[src/rtl/uart_cmd_decoder.sv]
// Assembles {command, address} request frames from UART byte strobes and hands them off via valid/ready.
// Optional feature macro CMD_DEC_ERRCNT_EN adds clr_errcnt input and a saturating err_count[7:0] output.
module uart_cmd_decoder #(
  parameter int NUM_CMDS       = 7,
  parameter int ADDR_MAX       = 31,
  parameter int TIMEOUT_CYCLES = 1152
) (
  input  logic       clk_115200hz,
  input  logic       reset,
  input  logic [7:0] data,
  input  logic       control,
  output logic [3:0] cmd,
  output logic [4:0] addr,
  output logic       cmd_valid,
  input  logic       cmd_ready,
  output logic       err_cmd,
  output logic       err_addr,
  output logic       err_timeout,
  output logic       err_overrun,
  output logic       busy
`ifdef CMD_DEC_ERRCNT_EN
  ,
  input  logic       clr_errcnt,
  output logic [7:0] err_count
`endif
);

  localparam int CNT_W = $clog2(TIMEOUT_CYCLES) + 1;
  localparam logic [7:0]       CMD_LIM  = 8'(NUM_CMDS);
  localparam logic [7:0]       ADDR_LIM = 8'(ADDR_MAX);
  localparam logic [CNT_W-1:0] TMO_LAST = CNT_W'(TIMEOUT_CYCLES - 1);
  localparam logic [CNT_W-1:0] CNT_MAX  = '1;

  typedef enum logic [1:0] {IDLE, WAIT_ADDR, ISSUE} state_t;

  state_t           state;
  state_t           state_n;
  logic             control_d;
  logic [CNT_W-1:0] cnt;
  logic [3:0]       cmd_q;
  logic             byte_ev;
  logic             cmd_ok;
  logic             addr_ok;
  logic             timeout_hit;
  logic             err_cmd_n;
  logic             err_addr_n;
  logic             err_timeout_n;
  logic             err_overrun_n;

  // A level held over several cycles is a single byte: only its rising edge counts.
  assign byte_ev     = control & ~control_d;
  assign cmd_ok      = (data < CMD_LIM);
  assign addr_ok     = (data <= ADDR_LIM);
  assign timeout_hit = (cnt == TMO_LAST);

  always_ff @(posedge clk_115200hz) begin
    if (reset) state <= IDLE;
    else       state <= state_n;
  end

  always_comb begin
    state_n = state;
    case (state)
      IDLE:      if (byte_ev && cmd_ok) state_n = WAIT_ADDR;
      WAIT_ADDR: begin
        if (byte_ev)          state_n = addr_ok ? ISSUE : IDLE;
        else if (timeout_hit) state_n = IDLE;
      end
      ISSUE:     if (cmd_ready) state_n = IDLE;
      default:   state_n = IDLE;
    endcase
  end

  // A byte arriving together with the timeout takes priority over the timeout.
  always_comb begin
    cmd_valid     = (state == ISSUE);
    busy          = (state != IDLE);
    err_cmd_n     = (state == IDLE)      && byte_ev && !cmd_ok;
    err_addr_n    = (state == WAIT_ADDR) && byte_ev && !addr_ok;
    err_timeout_n = (state == WAIT_ADDR) && !byte_ev && timeout_hit;
    err_overrun_n = (state == ISSUE)     && byte_ev;
  end

  always_ff @(posedge clk_115200hz) begin
    if (reset) begin
      control_d   <= 1'b0;
      cnt         <= '0;
      cmd_q       <= '0;
      cmd         <= '0;
      addr        <= '0;
      err_cmd     <= 1'b0;
      err_addr    <= 1'b0;
      err_timeout <= 1'b0;
      err_overrun <= 1'b0;
    end else begin
      control_d   <= control;
      err_cmd     <= err_cmd_n;
      err_addr    <= err_addr_n;
      err_timeout <= err_timeout_n;
      err_overrun <= err_overrun_n;

      if (state == IDLE)
        cnt <= '0;
      else if (state == WAIT_ADDR && cnt != CNT_MAX)
        cnt <= cnt + 1'b1;

      if (state == IDLE && byte_ev && cmd_ok)
        cmd_q <= data[3:0];

      if (state == WAIT_ADDR && byte_ev && addr_ok) begin
        addr <= data[4:0];
        cmd  <= cmd_q;
      end
    end
  end

`ifdef CMD_DEC_ERRCNT_EN
  logic any_err;
  assign any_err = err_cmd | err_addr | err_timeout | err_overrun;

  always_ff @(posedge clk_115200hz) begin
    if (reset || clr_errcnt)
      err_count <= 8'h00;
    else if (any_err && err_count != 8'hFF)
      err_count <= err_count + 8'd1;
  end
`endif

endmodule

[config.mk]
export PLATFORM = sky130hd
export DESIGN_NAME = uart_cmd_decoder
export DESIGN_NICKNAME = d
export VERILOG_FILES = /design/src/rtl/uart_cmd_decoder.sv
export SDC_FILE = /design/constraint.sdc
export NUM_CORES = 1
export LEC_CHECK = 0
export BUFFER_PORTS_ARGS = -buffer_cell sky130_fd_sc_hd__buf_2
export CAP_MARGIN = 40
export CORE_MARGIN = 2
export CORE_UTILIZATION = 30
export DETAILED_ROUTE_END_ITERATION = 8
export GPL_ROUTABILITY_DRIVEN = 0
export GPL_TIMING_DRIVEN = 0
export HOLD_SLACK_MARGIN = 0.08
export MAX_ROUTING_LAYER = met4
export PLACE_DENSITY = 0.61
export SLEW_MARGIN = 20
export SYNTH_ARGS = -nofsm -noshare
export SYNTH_HDL_FRONTEND = slang
export SYNTH_SLANG_ARGS = --single-unit
[constraint.sdc]
create_clock -name clk_115200hz -period 3.8 [get_ports clk_115200hz]
set_input_delay 0.57 -clock clk_115200hz [delete_from_list [all_inputs] [get_ports clk_115200hz]]
set_output_delay 0.57 -clock clk_115200hz [all_outputs]
set_load 0.01 [all_outputs]
==> flow_summary.json, run 1 <==
{
  "area_growth_syn_to_layout_pct": 21.7,
  "timing.max_cap.violations": 0,
  "crit_type": "flip-flop to flip-flop",
  "classification_of_the_worst_slack_hold_path": "flip-flop to flip-flop",
  "mappedNetlistNets": 164,
  "tritoncts.num_buffers": 5,
  "worstMarginPinSlew_ns": 0.586,
  "cp_data_required_time_ns": 3.98,
  "rsz0062_at_grt": "false",
  "clock-root-buffer": "sky130_fd_sc_hd__clkbuf_8",
  "die_x_um": 72.2,
  "clock-sinks": 32,
  "clock_path_buffers": 2,
  "final-instance-count-excl-fill": 237,
  "cts_hold_buf": 0,
  "synth-edff-count": 0,
  "slowest_stage": "sky130_fd_sc_hd__nor4_1",
  "ys_warn_count": 0,
  "fin_worst_skew_ns": 0.00698,
  "start_util_pct": 31.6,
  "synth_area_per_cell_um2": 9.25,
  "grt_start_max_net_pins": 11,
  "diodes": 0,
  "ff_to_ff_start": "cnt[0]$_SDFFE_PP0P_",
  "drt-initial-drc-count": 55,
  "cts_post_setup_buffers_inserted": 0,
  "synthesis.area_um2": 1400,
  "worst_skew_pair.late_latency_ns": 0.29,
  "num_io_pins": 27,
  "source_of_the_critical_timing_path": "cnt[0]$_SDFFE_PP0P_",
  "irDropWorstVdd_mv": 0.242,
  "cp_cell_sequence": "ha_1 -> nand3_1 -> nor4_1 -> a21oi_1 -> a31o_2",
  "critPathCaptureType": "flip-flop",
  "route.vias.total": 1180,
  "power_report.internal_total_uw": 540,
  "first_global_vias": 1089,
  "synthesis_stage_register_bit_count": 32,
  "die_area_um2": 5220,
  "hp-start": "addr[3]$_SDFFE_PP0P_",
  "layout.nets": 197,
  "wl_per_cell_um": 12.6,
  "tritoncts": "done",
  "dpl.hpwl_mm": 2.12,
  "outcome": "complete, no violations",
  "distinct_cell_type_count_of_the_synthesized_netlist": 42,
  "number_of_antenna_violations_at_the_first_check_in_global_routing": 0,
  "first_pass_iters": 4,
  "mostFrequentLayoutCells": "32 x sky130_fd_sc_hd__dfxtp_1, 27 x sky130_fd_sc_hd__buf_2, 21 x sky130_fd_sc_hd__nor2_1",
  "max_freq_ghz": 0.547,
  "grt_pass1_wl_mm": 5.00,
  "timing.critical_path.arrival_ns": 2.01,
  "finalWorstPathRequiredPeriod_ns": 1.83,
  "synth_cells": 151,
  "final_common_cell": "sky130_fd_sc_hd__dfxtp_1",
  "powerDensity_nw_per_um2": 400,
  "ant_nets": 0,
  "postRouteWirelength_mm": 2.98,
  "async_flop_share_pct": 0,
  "cts-resized-gates": 0,
  "sequentialPowerShare_pct": 49.7,
  "final-max-slew-violation-count": 0,
  "swShare_pct": 20.5,
  "setup_violations": 0,
  "routed_via_density": 4.98,
  "critical-path-max-stage-delay_ns": 0.57,
  "fin_total_pwr_uw": 679,
  "setup_slack_ns": 1.97,
  "power.switching_uw": 139,
  "placement.setup.worst_slack_ns": 1.87,
  "p_leak_nw": 0.779,
  "max_slew_margin_pct": 60.6,
  "core_area_um2": 4410,
  "grt_util_all_layers_pct": 12.9,
  "combPwrFrac_pct": 2.8,
  "start_kind": "flip-flop",
  "layout_worst_path_cycle_share_pct": 48.1,
  "post-route-drc-count": 0,
  "yosysSeqAreaShare_pct": 45.9,
  "synth_ff_type": "sky130_fd_sc_hd__dfxtp_1",
  "place_inst": 229,
  "clk_pin_slew_worst_paths_ns": 0.07,
  "post_route_cells_drive_above_1_share_pct": 22.7,
  "finalHoldViolations": 0,
  "placement_rows": 24,
  "fp.dieH_um": 72.2,
  "timing.critical_path.fanout_max": 5,
  "fin_tns_setup_ns": 0,
  "power_frac_clock_pct": 47.5,
  "io_buffer_count": 26,
  "grt_overflow_total": 0,
  "htree_levels": 2
}
## power by group through the flow
stage | combinational [mW] | sequential (mW) | clock [mW]
floorplan | 0.00877 | 0.345 | 0
global placement | 0.0191 | 0.345 | 0
detailed placement | 0.0192 | 0.345 | 0
CTS | 0.0193 | 0.337 | 0.333
global route | 0.0218 | 0.337 | 0.346
finish | 0.0189 | 0.337 | 0.323
## worst paths after layout
kind                                              to  slack (ns)  cells past startpoint
worst max-delay path            cnt[10]$_SDFFE_PP0P_        1.97                      5
worst min-delay path            addr[3]$_SDFFE_PP0P_        0.49                      2
worst max register to register  cnt[10]$_SDFFE_PP0P_        1.97                      5
worst min register to register  addr[3]$_SDFFE_PP0P_        0.49                      2
## kinds of logic (layout without fill, tap and decap cells)
family	count (synthesis)	after routing	synth area share [%]
AOI/OAI and AO/OA	22	22	9.95
xor gates and xnor gates	2	2	1.25
adders and majority gates	1	1	0.896
buffers and inverters	7	41	2.24
DFF	32	32	45.9
muxes	12	12	8.60
and+or+nand+nor	75	75	31.2
## flip-flops by register name (all words and copies together) (netlist names)
name	cells
cnt	12
addr	5
cmd	4
cmd_q	4
state	2
control_d	1
err_addr	1
err_cmd	1
err_overrun	1
err_timeout	1
## metrics by stage
step / instance area (um^2) / hold slack [ns] / utilization (%)
final: 1700 / 0.491 / 38.5
after detailed placement: 1590 / 0.481 / 36.1
after global placement: 1590 / 0.469 / 36.1
after CTS: 1700 / 0.499 / 38.5
after floorplan: 1400 / 0.453 / -
after global routing: 1700 / 0.529 / 38.5
## critical path, delay by kind of cell (launching register included)
kind	cells	cell delay, ns
DFF	1	0.43
adders and majority gates	1	0.22
AOI/OAI and AO/OA	2	0.36
and+or+nand+nor	2	0.71
## final cells by class
cell class | count | area [um^2]
timing repair buffer | 26 | 130
sequential | 32 | 641
multi-input combinational | 112 | 724
inverter | 2 | 7.51
clock buffer | 6 | 72.6
clock inverter | 2 | 35.0
fill | 442 | 2720
tap | 52 | 65.1
buffer | 5 | 23.8
## layer usage
metal  global-route usage [%]  wire (um)  vias to the layer above
met5                        -          0                        -
met4                     6.92         71                        0
met3                     3.33        118                        7
met2                     18.7       1320                       26
met1                     16.5       1470                      530
li1                         -          -                      617
## cell usage after synthesis, types with 4 or more instances
master	number	area, um^2
sky130_fd_sc_hd__o21ai_0	4	20.0
sky130_fd_sc_hd__nor3_1	4	20.0
sky130_fd_sc_hd__nor2_1	21	78.8
sky130_fd_sc_hd__a21oi_1	8	40.0
sky130_fd_sc_hd__nand2_1	8	30.0
sky130_fd_sc_hd__nand3_1	6	30.0
sky130_fd_sc_hd__nand4_1	5	31.3
sky130_fd_sc_hd__nand2b_1	5	31.3
sky130_fd_sc_hd__mux2i_1	12	120
sky130_fd_sc_hd__dfxtp_1	32	641
No activity file was read; power rests on OpenSTA's default activity.
==> inputs of run 2 (changes only) <==
Clock period 3.8 ns to 1.8 ns, I/O delays scaled along.
==> run 2 against run 1 <==
Count of clock-buffer cells in the layout unchanged. Via count up 1.3%. Sequential share of layout area down 0.68 points. Register-to-register slack worse by 1.9 ns. First-iteration DRC count up 27%. Sequential power up 110%. Die area unchanged. Maximum frequency up 7.5%. Final area up 1.8%.
==> flow_summary.json, run 2 (synthesis gave the netlist of run 1 again) <==
{
  "fp.dieH_um": 72.2,
  "clock-root-buffer": "sky130_fd_sc_hd__clkbuf_8",
  "setup_violations": 0,
  "placement_rows": 24,
  "die_x_um": 72.2,
  "start_kind": "flip-flop",
  "layout.nets": 197,
  "worst_path_dominant_cell_family": "simple AND/OR/NAND/NOR gates",
  "power.switching_uw": 297,
  "largestRegisters": "cnt x12, addr x5",
  "final-max-slew-violation-count": 0,
  "diodes": 0,
  "ant_nets": 0,
  "worst_skew_pair.late_latency_ns": 0.29,
  "clock-sinks": 32,
  "final_common_cell": "sky130_fd_sc_hd__dfxtp_1",
  "number_of_antenna_violations_at_the_first_check_in_global_routing": 0,
  "max_freq_ghz": 0.588,
  "irDropWorstVdd_mv": 0.510,
  "post-route-drc-count": 0,
  "max_slew_margin_pct": 63.9,
  "grt_util_all_layers_pct": 12.9,
  "cts_post_setup_buffers_inserted": 0,
  "dpl.hpwl_mm": 2.12,
  "powerDensity_nw_per_um2": 831,
  "crit_type": "flip-flop to flip-flop",
  "io_buffer_count": 26,
  "power_report.internal_total_mw": 1.14,
  "timing.critical_path.fanout_max": 9,
  "fin_worst_skew_ns": 0.00954,
  "start_util_pct": 31.6,
  "grt_start_max_net_pins": 11,
  "register_with_the_most_flip_flops": "cnt",
  "layout_worst_path_cycle_share_pct": 94.4,
  "cts_hold_buf": 0,
  "p_leak_nw": 0.801,
  "drt-initial-drc-count": 70,
  "layout.filler_cells": 441,
  "routed_via_density": 5.04,
  "buffers_inverters_on_critical_path": 0,
  "die_area_um2": 5220,
  "timing.max_cap.violations": 0,
  "final_core_utilization_pct": 39.2,
  "post_dp_cell_area_um2": 1590,
  "grt_pass1_wl_mm": 5.00,
  "finalWorstPathRequiredPeriod_ns": 1.70,
  "fin_area_um2": 1730,
  "place_inst": 229,
  "tritoncts.num_buffers": 5,
  "tritoncts": "done",
  "mostFrequentLayoutCells": "32 x sky130_fd_sc_hd__dfxtp_1, 27 x sky130_fd_sc_hd__buf_2, 21 x sky130_fd_sc_hd__nor2_1",
  "fin_tns_setup_ns": 0,
  "grt_overflow_total": 0,
  "slowest_stage": "sky130_fd_sc_hd__or4_1",
  "swShare_pct": 20.7,
  "route.vias.total": 1195,
  "clk_pin_slew_worst_paths_ns": 0.07,
  "outcome": "complete, no violations",
  "wl_per_cell_um": 12.8,
  "area_growth_syn_to_layout_pct": 23.9,
  "first_pass_iters": 4,
  "core_area_um2": 4410,
  "rsz0062_at_grt": "false",
  "finalHoldViolations": 0,
  "clock_path_buffers": 2,
  "num_io_pins": 27,
  "sequentialPowerShare_pct": 49.6,
  "critPathCaptureType": "flip-flop",
  "postRouteWirelength_mm": 3.04,
  "cp_cell_sequence": "nand4b_4 -> or3_4 -> or4_1 -> a21oi_1",
  "classification_of_the_worst_slack_hold_path": "input pin to flip-flop",
  "largest_reg_flops": 12,
  "timing.critical_path.arrival_ns": 1.92,
  "worstMarginPinSlew_ns": 0.537,
  "first_global_vias": 1089,
  "final-instance-count-excl-fill": 237,
  "htree_levels": 2,
  "cp_data_required_time_ns": 2.02,
  "post_route_cells_drive_above_1_share_pct": 24.3,
  "power_frac_clock_pct": 47.6,
  "critical-path-max-stage-delay_ns": 0.46,
  "combPwrFrac_pct": 2.8
}
[run 2: cell counts in the layout (fill, tap and decap cells not counted)]
No cell type changed its count.
[run 2: path summary, 6_finish.rpt]
path         slack, ns                    to                  start  depth (start not counted)
max               0.10   cnt[9]$_SDFFE_PP0P_  state[1]$_SDFFE_PP0P_                          4
min               0.23  addr[3]$_SDFFE_PP0P_                data[3]                          3
max reg2reg       0.10   cnt[9]$_SDFFE_PP0P_  state[1]$_SDFFE_PP0P_                          4
min reg2reg       0.49  addr[3]$_SDFFE_PP0P_   addr[3]$_SDFFE_PP0P_                          2
[run 2: per-layer routing]
| layer | share of wire (%) | track usage (%) |
|---|---|---|
| met1 | 49 | 16.5 |
| met3 | 3.8 | 3.33 |
| met4 | 2.6 | 6.92 |
| met2 | 44 | 18.7 |
| met5 | 0 | - |
[run 2: layout make-up]
type / count / area (um^2) / share of cell area, %
multi-input cells: 112 / 754 / 43.6
flip-flops and latches: 32 / 641 / 37.0
repair buffers: 26 / 130 / 7.52
clock buffers: 6 / 72.6 / 4.19
well taps: 52 / 65.1 / 3.76
clock inverters: 2 / 35.0 / 2.02
plain buffers: 5 / 25.0 / 1.45
inverters: 2 / 7.51 / 0.434
[run 2: tightest hold or removal path, cell delays in order]
cell and delay (ns):
sky130_fd_sc_hd__buf_2 0.09, sky130_fd_sc_hd__mux2i_1 0.06, sky130_fd_sc_hd__nor2_1 0.07
[run 2: what timing repair did]
item	4_1_cts	5_1_grt
resized for setup	1	5
endpoints found under the setup margin	1	7
pin swaps	0	1
[run 2: through the flow]
| step | power [mW] | hold WS [ns] | setup WS [ns] |
|---|---|---|---|
| finish | 1.44 | 0.226 | 0.100 |
| global route | 1.49 | 0.253 | 0.0144 |
| CTS | 1.46 | 0.227 | 0.0611 |
| detailed placement | 0.769 | 0.481 | -0.00961 |
| global placement | 0.769 | 0.469 | 0.00420 |
| floorplan | 0.747 | 0.414 | 0.193 |
[run 2: power groups by stage]
stage | registers, mW | logic [mW] | clock network, mW
2_1_floorplan | 0.729 | 0.0185 | 0
4_1_cts | 0.712 | 0.0407 | 0.703
6_report | 0.713 | 0.0407 | 0.684
3_3_place_gp | 0.728 | 0.0404 | 0
3_5_place_dp | 0.728 | 0.0405 | 0
5_1_grt | 0.712 | 0.0468 | 0.731
